### config.mk
export PLATFORM = sky130hd
export DESIGN_NAME = cps2_video_gen
export DESIGN_NICKNAME = d
export VERILOG_FILES = /design/src/rtl/cps2_video_gen.sv
export SDC_FILE = /design/constraint.sdc
export NUM_CORES = 1
export LEC_CHECK = 0
export CORE_MARGIN = 3
export CORE_UTILIZATION = 50
export CTS_CLUSTER_SIZE = 12
export DETAILED_ROUTE_END_ITERATION = 10
export PLACE_DENSITY = 0.8
export REMOVE_ABC_BUFFERS = 1
export SYNTH_ARGS = -nofsm -noshare
export SYNTH_HDL_FRONTEND = slang
export SYNTH_SLANG_ARGS = --single-unit
### constraint.sdc
create_clock -name PCLK_in -period 6.65 [get_ports PCLK_in]
set_input_delay 0.665 -clock PCLK_in [delete_from_list [all_inputs] [get_ports PCLK_in]]
set_output_delay 0.665 -clock PCLK_in [all_outputs]
set_load 0.1 [all_outputs]
### src/rtl/cps2_video_gen.sv
// Synthetic CPS2-format video source: sync/DE timing from parameters plus per-frame test patterns.
// Optional feature macro VGEN_SCROLL_EN: checkerboard and grid scroll horizontally one pixel per frame.
module cps2_video_gen #(
    parameter int H_TOTAL     = 512,
    parameter int H_SYNCLEN   = 36,
    parameter int H_BACKPORCH = 60,
    parameter int H_ACTIVE    = 384,
    parameter int V_TOTAL     = 262,
    parameter int V_SYNCLEN   = 3,
    parameter int V_BACKPORCH = 28,
    parameter int V_ACTIVE    = 224
) (
    input  logic        PCLK_in,
    input  logic        reset_n,
    input  logic        enable,
    input  logic [1:0]  pattern_sel,
    input  logic [15:0] solid_color,
    output logic [3:0]  R_out,
    output logic [3:0]  G_out,
    output logic [3:0]  B_out,
    output logic [3:0]  F_out,
    output logic        HSYNC_out,
    output logic        VSYNC_out,
    output logic        DE_out,
    output logic        frame_start,
    output logic        busy
);
    localparam logic [10:0] H_LAST   = 11'(H_TOTAL - 1);
    localparam logic [10:0] V_LAST   = 11'(V_TOTAL - 1);
    localparam logic [10:0] H_SYNC   = 11'(H_SYNCLEN);
    localparam logic [10:0] V_SYNC   = 11'(V_SYNCLEN);
    localparam logic [10:0] H_START  = 11'(H_SYNCLEN + H_BACKPORCH);
    localparam logic [10:0] H_END    = 11'(H_SYNCLEN + H_BACKPORCH + H_ACTIVE);
    localparam logic [10:0] V_START  = 11'(V_SYNCLEN + V_BACKPORCH);
    localparam logic [10:0] V_END    = 11'(V_SYNCLEN + V_BACKPORCH + V_ACTIVE);
    localparam logic [8:0]  X_LAST   = 9'(H_ACTIVE - 1);
    localparam logic [8:0]  Y_LAST   = 9'(V_ACTIVE - 1);
    localparam logic [8:0]  BAR_LAST = 9'(H_ACTIVE / 8 - 1);

    typedef enum logic [1:0] {IDLE, RUN, DRAIN} state_t;

    state_t      state, state_nx;
    logic [10:0] hcnt, vcnt;
    logic [1:0]  pat_q;
    logic [15:0] solid_q;
    logic [8:0]  bar_px;
    logic [2:0]  bar_idx;
    logic [8:0]  x, y;
    logic [4:0]  xp;
    logic [15:0] pix;
    logic        active, origin, at_end, de_now;

    assign active = (state != IDLE);
    assign origin = (hcnt == 11'd0) && (vcnt == 11'd0);
    assign at_end = (hcnt == H_LAST) && (vcnt == V_LAST);
    assign de_now = (hcnt >= H_START) && (hcnt < H_END) && (vcnt >= V_START) && (vcnt < V_END);
    // Modulo-512 subtraction on the low bits gives the 9-bit active coordinates directly.
    assign x = hcnt[8:0] - H_START[8:0];
    assign y = vcnt[8:0] - V_START[8:0];

`ifdef VGEN_SCROLL_EN
    logic [8:0] scroll;

    // Advancing at the frame wrap makes frame n (counted from leaving IDLE) use scroll = n.
    always_ff @(posedge PCLK_in) begin
        if (!reset_n || !active)
            scroll <= 9'd0;
        else if (at_end)
            scroll <= scroll + 9'd1;
    end

    assign xp = 5'(x + scroll);
`else
    assign xp = x[4:0];
`endif

    always_ff @(posedge PCLK_in) begin
        if (!reset_n)
            state <= IDLE;
        else
            state <= state_nx;
    end

    always_comb begin
        state_nx = state;
        case (state)
            IDLE:    if (enable) state_nx = RUN;
            // Dropping enable on the last pixel of a frame has nothing left to drain.
            RUN:     if (!enable) state_nx = at_end ? IDLE : DRAIN;
            DRAIN:   if (at_end) state_nx = enable ? RUN : IDLE;
            default: state_nx = IDLE;
        endcase
    end

    always_ff @(posedge PCLK_in) begin
        if (!reset_n || !active) begin
            hcnt <= 11'd0;
            vcnt <= 11'd0;
        end else if (hcnt == H_LAST) begin
            hcnt <= 11'd0;
            vcnt <= (vcnt == V_LAST) ? 11'd0 : vcnt + 11'd1;
        end else begin
            hcnt <= hcnt + 11'd1;
        end
    end

    // Bar position is tracked incrementally so no divider is needed; it rezeroes in blanking.
    always_ff @(posedge PCLK_in) begin
        if (!reset_n) begin
            pat_q   <= 2'd0;
            solid_q <= 16'h0;
            bar_px  <= 9'd0;
            bar_idx <= 3'd0;
        end else begin
            if (active && origin) begin
                pat_q   <= pattern_sel;
                solid_q <= solid_color;
            end
            if (active && de_now) begin
                if (bar_px == BAR_LAST) begin
                    bar_px  <= 9'd0;
                    bar_idx <= bar_idx + 3'd1;
                end else begin
                    bar_px <= bar_px + 9'd1;
                end
            end else begin
                bar_px  <= 9'd0;
                bar_idx <= 3'd0;
            end
        end
    end

    // Bar order white,yellow,cyan,green,magenta,red,blue,black maps to R=~i[1], G=~i[2], B=~i[0].
    always_comb begin
        pix = 16'h0;
        if (de_now) begin
            case (pat_q)
                2'd0:    pix = {{4{~bar_idx[1]}}, {4{~bar_idx[2]}}, {4{~bar_idx[0]}}, 4'hF};
                2'd1:    pix = (xp[3] ^ y[3]) ? 16'hFFFF : 16'h000F;
                2'd2:    pix = ((xp == 5'd0) || (y[4:0] == 5'd0) || (x == X_LAST) || (y == Y_LAST))
                               ? 16'hFFFF : 16'h0000;
                default: pix = solid_q;
            endcase
        end
    end

    always_ff @(posedge PCLK_in) begin
        if (!reset_n || !active) begin
            HSYNC_out   <= 1'b1;
            VSYNC_out   <= 1'b1;
            DE_out      <= 1'b0;
            R_out       <= 4'h0;
            G_out       <= 4'h0;
            B_out       <= 4'h0;
            F_out       <= 4'h0;
            frame_start <= 1'b0;
            busy        <= 1'b0;
        end else begin
            HSYNC_out   <= (hcnt >= H_SYNC);
            VSYNC_out   <= (vcnt >= V_SYNC);
            DE_out      <= de_now;
            {R_out, G_out, B_out, F_out} <= pix;
            frame_start <= origin;
            busy        <= 1'b1;
        end
    end
endmodule

==> results of run 1 <==
[registers in the layout, summed over array words and instances (netlist names), 2 cells and up]
signal,count
R_out,4
hcnt,11
bar_idx,3
B_out,4
vcnt,11
solid_q,16
G_out,4
F_out,4
bar_px,9
pat_q,2
state,2
[worst max path at each step]
| stage | startpoint | end | slack, ns | cells after the start |
|---|---|---|---|---|
| floorplan | vcnt[3] | pat_q[0] | 3.25 | 5 |
| global route | reset_n | bar_px[4] | 3.21 | 8 |
| finish | reset_n | B_out[3] | 3.45 | 7 |
| global placement | reset_n | B_out[1] | 3.21 | 7 |
| detailed placement | reset_n | G_out[3] | 3.11 | 7 |
| CTS | reset_n | B_out[3] | 3.50 | 7 |
[synth_stat cells (8+ instances only)]
cell      n
inv_1     9
nand3_1  25
ha_1     10
xor2_1   13
dfxtp_1  75
nor2b_1  22
xnor2_1  13
nor2_1   35
mux2i_1  22
o21ai_0   8
nand2_1  21
a21oi_1  19
[cell families (layout without fill, tap and decap cells)]
group / after synthesis / after routing / synth area share, %
muxes: 22 / 22 / 6.70
xor gates and xnor gates: 26 / 26 / 6.93
DFF: 75 / 75 / 45.7
buffers and inverters: 24 / 69 / 4.03
and+or+nand+nor: 148 / 148 / 24.1
AOI/OAI and AO/OA: 45 / 45 / 8.72
adders and majority gates: 10 / 10 / 3.81
[metrics by stage]
stage | cells | power [mW] | setup WS, ns | util [%] | cell area [um^2]
2_1_floorplan | 336 | 0.513 | 3.25 | - | 3190
3_3_place_gp | 454 | 0.537 | 3.21 | 60.7 | 3720
3_5_place_dp | 454 | 0.539 | 3.11 | 60.7 | 3720
4_1_cts | 470 | 0.939 | 3.50 | 64.4 | 3950
5_1_grt | 470 | 0.967 | 3.21 | 64.4 | 3950
6_report | 470 | 0.929 | 3.45 | 64.4 | 3950
[area by class of cell]
cell class | instances | area [um^2]
clock buffer | 9 | 124
clock inverter | 7 | 105
fill | 487 | 2180
inverter | 10 | 37.5
multi-input combinational | 251 | 1660
sequential | 75 | 1500
tap | 75 | 93.8
timing repair buffer | 43 | 425
[power groups by stage]
stage / clock (mW) / sequential, mW / combinational (mW)
after floorplan: 0 / 0.485 / 0.0283
after global placement: 0 / 0.477 / 0.0603
after detailed placement: 0 / 0.477 / 0.0620
after CTS: 0.409 / 0.467 / 0.0628
after global routing: 0.432 / 0.468 / 0.0667
final: 0.400 / 0.467 / 0.0621
[layer usage]
metal  share of wire (%)  wire length [um]  track usage (%)
met1                  45              3110             24.6
met3                 7.2               493             6.34
met2                  46              3170             30.3
met5                   0                 0                0
met4                0.89                61             5.10
[critical path, cell delays in order]
cell and delay [ns]:
clkdlybuf4s50_1 0.86, o21ai_0 0.18, buf_4 0.21, a2111oi_0 0.34
nand4_1 0.42, a311o_1 0.59, a21oi_1 0.21
==> run summary, run 1 <==
Once the floorplan was initialized, standard cells occupied 53.6% of the core. The most frequent standard cell in the layout excluding fill and tap cells is dfxtp_1. No sink is reached through more buffers than the 2 on the longest clock path. The final antenna-violating net count came out at 0. The path type of the worst min-delay path is register to register. The leakage power figure came out at 1.44 nW. The largest fanout on the critical path is 21. Sequential elements use 45.7% of the synthesized area.

The total core area is 6130 um^2. The via count of the first global-routing pass came to 2406. The average footprint of a synthesized cell came out at 9.39 um^2. In the routed design, unresolved DRC markers number 0. The arrival time of the worst setup path is 3.49 ns. The net count reported at finish came out at 421. The share of power burned in combinational logic is 6.7%.

The fraction of final layout cells sized beyond drive strength 1 came out at 7.09%. The number of antenna diodes in the final layout is 0. The synthesized netlist cell count is 350.

The library cell with the largest summed area after synthesis is dfxtp_1. IR analysis of the VDD net gives a maximum drop of 0.000168 V. Along the worst hold path, the cell count comes to 1. The number of flops mapped to enable cells by yosys is 0. Dividing the final minimum period by the clock period gives 48.2%. CTS placed an instance of clkbuf_8 at the clock tree root.

The Yosys step of the flow raised 0 warnings. The register-to-register setup slack is 4.09 ns. The standard-cell row count is 28.

The cell internal power dissipation came out at 0.706 mW. By area the synthesized netlist is led by dfxtp_1 46%, mux2i_1 6.7%, nor2b_1 4.2%. The clock buffer count from CTS came out at 9. STA classifies the critical path startpoint as an input pin.

The worst relative slew slack is 33.9%. The fmax is 312 MHz. The initial detailed-routing violation count came out at 143. The worst setup path is of the input pin to register kind. The later pin in the worst-skew pair is clocked with a latency of 0.35 ns. The worst flop-to-flop path endpoint is B_out[3]. Net switching is 24.1% of the power. The library cells used most frequently in the layout, excluding fill and tap cells, are 75 x dfxtp_1, 41 x clkdlybuf4s50_1, 35 x nor2_1, 25 x nand3_1.

The worst hold path startpoint is bar_px[0]. The total count of hold-check failures in the final report is 0. The overall die width came out at 87.1 um. The pin count of the biggest net entering global routing is 22. The H-tree depth is 3. The count of distinct cell types in the synthesized netlist is 47. The number of buffers added for setup after CTS is 0.

The post-cts hold buffer count came out at 0. The transition at the pin with the smallest max-transition slack is 0.988 ns. The number of cells on the worst reg-to-reg path is 7.

The share of async-settable or async-resettable flops after synthesis came out at 0%. Synthesis inferred 75 register bits. The clock skew after layout came out at 0.0146 ns.

The run finished with clean final reports. The path with the worst hold slack has its endpoint at bar_px[0]. The initial antenna violation count came to 0. Wires add up to 6.83 mm.

The global-route wire length before repair came out at 11.3 mm. Clock-pin slew was measured on the worst setup and hold paths at 0.09 ns. The sequential share of power came out at 50.3%. Data on the critical path is required at its endpoint by 6.94 ns. Setup violations remaining at the end of the flow were counted as 0. In the final routed layout, each cell accounts on average for 14.5 um. The power density over the cells came out at 235 nW/um^2. The post-cts resize count came out at 0. The total negative slack for setup checks came out at 0 ns.

For this run the aggregate overflow at the end of global routing stands at 0. The area overhead of the layout relative to synthesis came out at 20.1%. The die is 87.1 um tall. The number of buffers added on ports is 41. The I/O pin count came out at 42.

The net switching power came out at 0.224 mW. The total routing resource utilization after global routing came out at 19.0%. For this run, the detailed router's first-pass iteration total came to 4. The number of maximum-capacitance violations is 0. Setup repair after global routing left no endpoint under its margin. The last weighted congestion value of the routability-driven placer came out at 0.877. In this run the critical register-to-register path is launched from hcnt[0].

The synthesized cell area came out at 3290 um^2. The total die area is 7580 um^2. The final hold slack came out at 0.449 ns.

After layout, the minimum clock period comes to 3.20 ns. The clock network fraction of total power is 43.1%. In the routed layout, each cell is associated on average with a via count of 5.47. The total vias in the final route came out at 2571. Among all flip-flop cells after synthesis, the most frequent one is dfxtp_1. TritonCTS built the clock tree. STA classifies the critical path endpoint as a register.

In this run the biggest area consumer among cell types represents 45.7% of the synthesized area. The final-report max-slew violation count came out at 0. The placed wire-length estimate is 4.84 mm. The number of clock sinks seen by CTS is 75.
(Power assumes the default switching activity.)
==> inputs of run 2 (changes only) <==
==> constraint.sdc (replaced) <==
create_clock -name PCLK_in -period 3.1 [get_ports PCLK_in]
set_input_delay 0.31 -clock PCLK_in [delete_from_list [all_inputs] [get_ports PCLK_in]]
set_output_delay 0.31 -clock PCLK_in [all_outputs]
set_load 0.1 [all_outputs]
==> run 2 against run 1 <==
  * First-iteration DRC count is 4.9% higher
  * Power is 110% higher
  * Sequential power is 110% higher
  * Sequential share of layout area hardly changed
  * Core utilization hardly changed
  * Global-route usage is 0.39 points higher
==> run summary, run 2 (synthesis results as in run 1) <==
The sequential share of power came to 51.4% (was 50.3%). The maximum buffer depth of the clock tree is 2 (unchanged). The path type of the worst min-delay path is register to register (unchanged). The clock skew after layout is 0.00790 ns (was 0.0146 ns). The net switching power came out at 0.447 mW (was 0.224 mW). Biggest regs: solid_q: 16 flops, hcnt: 11 flops, vcnt: 11 flops (unchanged). The total negative slack for setup checks is 0 ns (unchanged). The placed wire-length estimate is 4.81 mm (was 4.84 mm). The effective utilization at floorplan is 53.6% (unchanged). The total routing resource utilization after global routing came to 19.4% (was 19.0%).

The cell internal power dissipation was 1.50 mW (was 0.706 mW). The antenna diode count came out at 0 (unchanged). The cell at the root of the clock tree is clkbuf_8 (unchanged). The last weighted congestion value of the routability-driven placer is 0.859 (was 0.877). The total count of hold-check failures in the final report came out at 0 (unchanged). The overall die width is 87.1 um (unchanged). The post-cts hold buffer count is 0 (unchanged). The most frequent standard cell in the layout excluding fill and tap cells is dfxtp_1 (unchanged).

The net count reported at finish came to 423 (was 421). The switching portion of total power came to 23.0% (was 24.1%). The power density over the cells is 492 nW/um^2 (was 235 nW/um^2).

The critical path class is register to register (was input pin to register). Result of the run: finished, final reports clean (unchanged). The via density per instance is 5.48 (was 5.47). The critical path capture point type is a register (unchanged). The final clock period utilization by the worst path is 80.2%. The total core area is 6130 um^2 (unchanged). The standard-cell row count is 28 (unchanged).

The vertical extent of the die is 87.1 um (unchanged). The number of clock sinks seen by CTS came out at 75 (unchanged). The register containing the most flip-flops in the final layout is solid_q (unchanged). Derived from the worst setup path, the maximum achievable clock frequency is 402 MHz. The cell area after placement came to 3730 um^2 (was 3720 um^2). The total die area came out at 7580 um^2 (unchanged). The largest fanout on the critical path is 19 (was 21).

The worst flop-to-flop path endpoint is solid_q[1] (was B_out[3]). The length in cells of the worst reg-to-reg path was 6 (was 7). The flip-flop count of the largest register, all copies and words added came out at 16 (unchanged). The wire length after detailed routing came out at 6.88 mm (was 6.83 mm). The clock insertion delay at the later pin of the skew report is 0.35 ns (about the same). The area overhead of the layout relative to synthesis came out at 20.2% (was 20.1%).

The fraction of final layout cells sized beyond drive strength 1 is 7.56% (was 7.09%). The final design instance area without fill came out at 3950 um^2 (about the same). The data required time at the worst endpoint came out at 3.34 ns (was 6.94 ns). The aggregate global routing overflow came out at 0 (unchanged). The number of maximum-capacitance violations is 0 (unchanged).

The I/O pin count was 42 (unchanged). The number of buffers added on ports is 41 (unchanged). The number of cells on the worst hold path was 1 (unchanged). The final core utilization came out at 64.4% (about the same). The peak supply drop came out at 0.000268 V (was 0.000168 V).

The count of filler cells inserted in the layout is 479 (was 487). The initial antenna violation count is 0 (unchanged). The per-cell routed wire length came out at 14.6 um (was 14.5 um).

The endpoint of the worst hold-timing path is bar_px[0] (unchanged). The number of buffers added for setup after CTS came to 0 (unchanged). The worst relative slew slack is 34.4% (was 33.9%). The startpoint kind of the worst setup timing path was a register (was input pin). The global-route wire length before repair came to 11.6 mm (was 11.3 mm). The register-to-register setup slack is 0.61 ns (was 4.09 ns). The post-route DRC violation count came out at 0 (unchanged).

The clock network fraction of total power is 41.6% (was 43.1%). The final-report max-slew violation count is 0 (unchanged). The final setup violation count came out at 0 (unchanged). The via count of the first global-routing pass came out at 2458 (was 2406).

The clock buffer count from CTS came out at 9 (unchanged). The transition at the pin with the smallest max-transition slack is 0.981 ns (was 0.988 ns). The total vias in the final route came to 2588 (was 2571).

The first-pass iteration count of the detailed router came out at 5 (was 4). The initial detailed-routing violation count is 150 (was 143). The final antenna-violating net count is 0 (unchanged).

The TritonCTS clock tree is yes (unchanged). The worst hold path startpoint is bar_px[0] (unchanged). Setup repair after global routing missed its margin: no (unchanged). Top library cells by usage in the layout, fill and taps aside: 75 x dfxtp_1, 41 x clkdlybuf4s50_1, 35 x nor2_1, 25 x nand3_1 (unchanged). The pin count of the biggest net entering global routing is 21 (was 22). The arrival time of the worst setup path came to 2.73 ns (was 3.49 ns). The H-tree depth came out at 3 (unchanged).

The minimum setup slack in the final design came to 0.613 ns (was 3.45 ns). The worst slack after detailed placement came out at 0.567 ns (was 3.11 ns). The clock-pin slew of the registers on the worst-case setup and hold paths is 0.08 ns (was 0.09 ns). The post-cts resize count came to 0 (unchanged). The leakage power figure is 1.45 nW (was 1.44 nW).

The minimum clock period after layout is 2.49 ns. The critical register-to-register path startpoint was vcnt[3] (was hcnt[0]). The share of power burned in combinational logic was 7.0% (was 6.7%).
run 2: cell types whose count changed in the layout (fill, tap and decap cells not counted):
cell / previous run / this run
clkinv_2: 0 / 3
inv_6: 3 / 0
buf_4: 2 / 4
clkinv_4: 0 / 2
clkinvlp_4: 1 / 0
inv_8: 1 / 0
run 2: worst max-delay path by stage:
stage | startpoint | end | depth (start not counted)
2_1_floorplan | vcnt[3] | pat_q[0] | 5
3_3_place_gp | reset_n | R_out[2] | 7
3_5_place_dp | reset_n | B_out[1] | 7
4_1_cts | vcnt[3] | solid_q[1] | 6
5_1_grt | vcnt[9] | B_out[2] | 6
6_report | vcnt[3] | solid_q[1] | 6
run 2: cell type report:
class,instances,area (um^2),area share [%]
Multi-Input combinational cell,251,1660,42.1
Sequential cell,75,1500,38.0
Timing Repair Buffer,45,440,11.1
Clock buffer,9,124,3.13
Tap cell,75,93.8,2.37
Clock inverter,7,92.6,2.34
Inverter,10,37.5,0.950
run 2: per-stage QoR:
| step | cells | hold slack, ns | total power [mW] |
|---|---|---|---|
| 2_1_floorplan | 336 | 0.413 | 1.10 |
| 3_5_place_dp | 456 | 0.428 | 1.16 |
| 5_1_grt | 472 | 0.493 | 2.02 |
| 3_3_place_gp | 456 | 0.423 | 1.15 |
| 4_1_cts | 472 | 0.439 | 1.96 |
| 6_report | 472 | 0.439 | 1.95 |
run 2: per-layer routing:
layer  GRT usage [%]  share of wire (%)  up-vias
li1                -                  -     1295
met1            26.0                 46     1195
met2            30.1                 46       89
met3            5.58                7.2        9
met4            6.09               0.93        0
met5               0                  0        -
run 2: power by group through the flow:
stage	combinational (mW)	clock (mW)	sequential (mW)
after global placement	0.132	0	1.02
after global routing	0.146	0.874	1.00
after detailed placement	0.135	0	1.02
after CTS	0.136	0.827	1.00
final	0.136	0.810	1.00
after floorplan	0.0608	0	1.04
run 2: critical path: stages (launching register included):
cell	delay [ns]
dfxtp_1	0.42
or4_4	0.57
or4_4	0.44
nor4_4	0.27
buf_4	0.35
mux2i_1	0.26
nor2b_1	0.07
